## config.mk

```make
export PLATFORM = sky130hd
export DESIGN_NAME = mem_arbiter
export DESIGN_NICKNAME = d
export VERILOG_FILES = /design/src/rtl/mem_arbiter.sv
export SDC_FILE = /design/constraint.sdc
export NUM_CORES = 1
export LEC_CHECK = 0
export ABC_CLOCK_PERIOD_IN_PS = 5600
export BUFFER_PORTS_ARGS = -buffer_cell sky130_fd_sc_hd__buf_2
export CORE_AREA = 2 2 103 105
export DETAILED_ROUTE_END_ITERATION = 10
export DIE_AREA = 0 0 105 107
export SLEW_MARGIN = 20
export SYNTH_ARGS = -nofsm -noshare
export SYNTH_HDL_FRONTEND = slang
export SYNTH_SLANG_ARGS = --single-unit
```

## constraint.sdc

```tcl
create_clock -name CLK -period 5.6 [get_ports CLK]
set_input_delay 1.12 -clock CLK [delete_from_list [all_inputs] [get_ports CLK]]
set_output_delay 1.12 -clock CLK [all_outputs]
set_load 0.01 [all_outputs]
```

## src/rtl/mem_arbiter.sv

```systemverilog
`default_nettype none
// ============================================================================
// Module   : mem_arbiter
// Brief    : Single-port RAM arbiter for instruction fetch and data access.
//            Data wins by default, and a starvation counter forces an
//            instruction grant after STARVE_MAX data grants. A watchdog sets
//            a sticky err flag when an access waits too long for ram_ready.
// Revision : 1.0 - initial release
// ============================================================================
module mem_arbiter #(
  parameter int STARVE_MAX = 4,
  parameter int TIMEOUT    = 255
) (
  input  logic        CLK,
  input  logic        nRST,
  input  logic        iREN,
  input  logic [31:0] iaddr,
  output logic        ihit,
  output logic [31:0] iload,
  input  logic        dREN,
  input  logic        dWEN,
  input  logic [31:0] daddr,
  input  logic [31:0] dstore,
  output logic        dhit,
  output logic [31:0] dload,
  output logic        ramREN,
  output logic        ramWEN,
  output logic [31:0] ramaddr,
  output logic [31:0] ramstore,
  input  logic [31:0] ramload,
  input  logic        ram_ready,
  output logic        err
);

  localparam int c_sw = (STARVE_MAX < 1) ? 1 : $clog2(STARVE_MAX + 1);
  localparam int c_tw = (TIMEOUT < 1) ? 1 : $clog2(TIMEOUT + 1);
  localparam logic [c_sw-1:0] c_starve_max = c_sw'(STARVE_MAX);
  localparam logic [c_tw-1:0] c_timeout    = c_tw'(TIMEOUT);

  typedef enum logic [1:0] {
    IDLE = 2'd0,
    IACC = 2'd1,
    DACC = 2'd2
  } state_t;

  state_t            state_q, state_d;
  logic [c_sw-1:0]   starve_q, starve_d;
  logic [c_tw-1:0]   wait_q, wait_d;
  logic              err_q, err_d;
  logic              w_dreq;

  assign w_dreq = dREN | dWEN;
  // Read data goes straight through; only meaningful while the matching hit is high.
  assign iload  = ramload;
  assign dload  = ramload;
  assign err    = err_q;

  // State, starvation, watchdog and error registers.
  always_ff @(posedge CLK or negedge nRST) begin
    if (!nRST) begin
      state_q  <= IDLE;
      starve_q <= '0;
      wait_q   <= '0;
      err_q    <= 1'b0;
    end else begin
      state_q  <= state_d;
      starve_q <= starve_d;
      wait_q   <= wait_d;
      err_q    <= err_d;
    end
  end

  // Grant decision, RAM drive, hits and counter next-state.
  always_comb begin
    state_d  = state_q;
    starve_d = starve_q;
    wait_d   = wait_q;
    ihit     = 1'b0;
    dhit     = 1'b0;
    ramREN   = 1'b0;
    ramWEN   = 1'b0;
    ramaddr  = '0;
    ramstore = '0;

    case (state_q)
      IDLE: begin
        // Every access starts its watchdog from zero.
        wait_d = '0;
        if (w_dreq && !(iREN && (starve_q == c_starve_max))) begin
          state_d = DACC;
          // Below saturation here, because saturation with iREN forces IACC.
          if (iREN) starve_d = starve_q + 1'b1;
        end else if (iREN) begin
          state_d  = IACC;
          starve_d = '0;
        end
      end

      IACC: begin
        // A withdrawn request gets neither strobe nor hit.
        if (iREN) begin
          ramREN  = 1'b1;
          ramaddr = iaddr;
          ihit    = ram_ready;
        end
        if (!iREN || ram_ready) state_d = IDLE;
        if (!ram_ready && (wait_q != c_timeout)) wait_d = wait_q + 1'b1;
      end

      DACC: begin
        // If both requests are set, the write wins.
        if (w_dreq) begin
          ramWEN   = dWEN;
          ramREN   = dREN & ~dWEN;
          ramaddr  = daddr;
          ramstore = dstore;
          dhit     = ram_ready;
        end
        if (!w_dreq || ram_ready) state_d = IDLE;
        if (!ram_ready && (wait_q != c_timeout)) wait_d = wait_q + 1'b1;
      end

      default: begin
        state_d = IDLE;
      end
    endcase

    // Fetch is not waiting, so it has no starvation history.
    if (!iREN) starve_d = '0;
  end

  // The watchdog reaching its limit latches err until reset.
  always_comb begin
    err_d = err_q | (wait_d == c_timeout);
  end

endmodule
`default_nettype wire

```

# Word level (Yosys, flattened, before mapping)
# Cells that the tools add are included.
# word_totals
out_inout_bits	133
word_cells	55
ff_bits	14
# classes
n_bitwise	4
eq_ne	9
reduce_logical	12
mux	24
n_addsub	2
# op_table
op	n
$mux W32	4
$pmux W32 S2	1
$pmux W8 S2	1
$mux W3	3
$add A8 B1 Y8 const B	1
$eq A8 B8 Y1 const B	1
$mux W1	8
$mux W2	4
$mux W8	1
$ne A8 B8 Y1 const B	1
$pmux W2 S3	1
$logic_not A1 Y1	4
$ne A2 B2 Y1 const B	2
$add A3 B1 Y3 const B	1
$eq A3 B3 Y1 const B	1
$logic_and A1 B1 Y1	3
$ne A3 B3 Y1 const B	1
$reduce_and A3 Y1	1
$eq A2 B1 Y1 const B	1
$eq A2 B2 Y1 const B	1
$logic_not A2 Y1	1
$logic_or A1 B1 Y1	2
$ne A2 B1 Y1 const B	1
$or A1 B1 Y1	2
other kinds (4)	4

# Longest topological paths before layout
# logic_depth
ltp_word	7
mapped_depth	8
depth_no_buf	7

# Worst setup path before layout
# OpenSTA, ideal clock, no wires.
# synth_timing
path_type	input to output
startpoint	input port dREN
endpoint	output port ramaddr[15]
n_path_buf	2
slack_ns	2.359
stages	5
required_time_ns	4.480
arrival_time_ns	2.121
path_cell_list	o21a_1 > clkbuf_1 > clkbuf_1 > a22oi_1 > nor2b_1
# synth_via
elab_chain_len	3
# synth_rtl
item	line_no	rtl
start: declaration	20	input logic dREN,
$or A1 B1 Y1	52	assign w_dreq = dREN | dWEN;
$mux W32	112	if (w_dreq) begin
$pmux W32 S2	85	case (state_q)
end: declaration	28	output logic [31:0] ramaddr,
# Every way passes these cells.

# Final worst setup path
# layout_timing
startpoint	input port iREN
endpoint	output port ramaddr[22]
# layout_via
elab_chain_len	2
# layout_rtl
item	line_no	rtl
start: declaration	16	input logic iREN,
$mux W32	101	if (iREN) begin
$pmux W32 S2	85	
# Every way passes these cells.

==> run metrics <==
Synthesized Nets about 420; via count 2248; gpl congestion 0.7360; Clk Latency, worst-skew pair 250 ps; post-CTS resize count 0; vias per cell 4.425; clock transition at the registers of the reported paths 60 ps; Post-Synthesis Cell Area 0.002113 mm^2; layout cells sized above 1 0.4919; Layout area overhead 26.23%; synth warn 0; Yosys top cell area share 0.2274; Rows 37; syn_area_per_cell between 7 and 8 um^2; static leakage 1.425 nW; fill count roughly 1100; maximum level of the CTS H-tree 1; Setup CP Type in -> out; Unique masters post-synth 35; DIE HEIGHT between 100 and 150 um; Startpoint Class input pin; number of synthesized flops with an enable pin 0; CTS tree yes; number of synthesized register bits 14; register area 350.3 um^2; status complete, no violations; clock tree root buffer cell clkbuf_8; HPWL after DPL 6.628 mm; initial drt markers 148; # clock sinks 14; via count of the first global-routing pass 2150; Area contributors post-synth buf_4, dfrtp_1, and2_1; RSZ-0062 raised after global routing false; fraction of registers with async set/reset 1.000; synth cell count leaders buf_4, and2_1, nor2b_1; Setup Fix Bufs, Post-CTS 0; Total GRT Usage 0.1294; Pwr Density 323.5 mW/mm^2; initial antenna violation count 0; Final nets approximately 510; footprint of the multi-input gates 0.001200 mm^2; CTS Hold Bufs 0; Rel. slew slack 0.3317; CP endpoint kind primary output; top-level I/O count ~270; Num CTS Buffers 3; drt drc 0; Fin Clk Skew a little over 0.7 ps; fin crit share 0.6340; worst vdd ir 0.1664 mV; # diodes 0; TNS Setup 0 ps; Worst Path Max Fanout 31; max-cap viol count 0; Final ANT Viol Nets 0; count leader, synth buf_4; Highest Clock Rate 0.2817 GHz; Required @ worst endpoint 4480 ps; Fin. Hold Viols 0; Final min period between 3000 and 4000 ps; Mapped Cells between 200 and 300; Die W 105 um; DRT Pass-1 Iters 4; routed len/inst 15.86 um; Slew @ Worst Pin 1003 ps; pin count of the biggest net entering global routing 67; DP Worst Slack roughly 1600 ps; first-pass GRT wire length 11.63 mm; Main synth FF type dfrtp_1; HP Class reg -> reg; Final Slew Violations 0; dominant cell type by area after synthesis buf_4; worst path arrival time 2430 ps; endpoints failing setup 0; CORE AREA 0.01009 mm^2; total wire length 8.055 mm; Longest Clk Path Bufs 2; port buffer count 170; Seq/Total Area, Yosys 0.1658; initial core utilization 0.2094; grt total ovfl 0; final worst slack 2050 ps; die area 0.01124 mm^2
-- cell usage in the layout, fill, tap and decap left out, types with 2 or more instances in the layout --
| master | n |
|---|---|
| buf_2 | 170 |
| and2_1 | 38 |
| nor2b_1 | 35 |
| a22oi_1 | 32 |
| dfrtp_1 | 14 |
| nor2_1 | 10 |
| inv_1 | 9 |
| nand2_1 | 7 |
| ha_1 | 7 |
| a21oi_1 | 6 |
| and3_1 | 4 |
| clkbuf_8 | 4 |
| o21ai_0 | 3 |
| mux2i_1 | 3 |
| and3b_1 | 2 |
| o21a_1 | 2 |
| a31oi_1 | 2 |
| a211oi_1 | 2 |
| and2b_1 | 2 |
| a41oi_1 | 2 |
| nand3_1 | 2 |
-- worst max-delay path, cell delays in order --
cell     delay, ps
buf_2          130
and2_2         580
buf_4          240
a22oi_1         60
nor2b_1        130
buf_2          140
-- where the power goes --
group / leakage (nW) / switching [W] / internal (W)
clock: 0.0288 / 0.0000400 / 0.0000624
sequential: 0.186 / 0.0000143 / 0.000118
combinational: 1.21 / 0.000349 / 0.000279
-- layer usage --
metal	global-route usage	routed length [um]	up-vias
li1	-	-	1062
met4	0.04476	143	0
met1	0.1549	3176	1025
met5	0	0	-
met2	0.2083	3823	149
met3	0.05471	912	12
-- logic make-up (layout without fill, tap and decap cells) --
| logic type | count (synthesis) | after routing | share of synthesized area |
|---|---|---|---|
| and+or+nand+nor | 108 | 108 | 0.3138 |
| buffers and inverters | 88 | 184 | 0.2706 |
| AOI/OAI and AO/OA | 54 | 54 | 0.1859 |
| DFF | 14 | 14 | 0.1658 |
| adders and majority gates | 7 | 7 | 0.04144 |
| muxes | 3 | 3 | 0.01421 |
| xor gates and xnor gates | 2 | 2 | 0.008290 |
-- sequential cells by signal, indices dropped and copies added, names as in the netlist --
name,count
err,1
wait_q,8
state_q,2
starve_q,3
-- per-stage QoR --
stage	hold slack [ps]	power, W	instances	utilization	instance area (um^2)
after detailed placement	446.6	0.0007642	504	0.2581	2605
after floorplan	502.1	0.0005824	276	-	2113
final	464.3	0.0008630	508	0.2643	2668
after global routing	485.9	0.0009439	508	0.2643	2668
after global placement	443.1	0.0007463	504	0.2581	2605
after CTS	467.5	0.0008728	508	0.2636	2660
-- path summary, 6_finish.rpt --
path,slack (ps),to,depth (start not counted),start
setup / recovery,2050,ramaddr[22],6,iREN
setup reg to reg,2870,err,6,state_q[1]
max in group asynchronous,4600,wait_q[6],1,nRST
hold / removal,460,err,2,err
min in group asynchronous,760,starve_q[1],1,nRST
hold reg to reg,460,err,2,err
-- final cells by class --
cell class,count,share of cell area
Timing Repair Buffer,171,0.3218
Tap cell,136,0.06379
Inverter,9,0.01266
Clock buffer,4,0.02064
Sequential cell,14,0.1313
Multi-Input combinational cell,174,0.4498
Note: power is estimated with default switching activity, not from simulation.
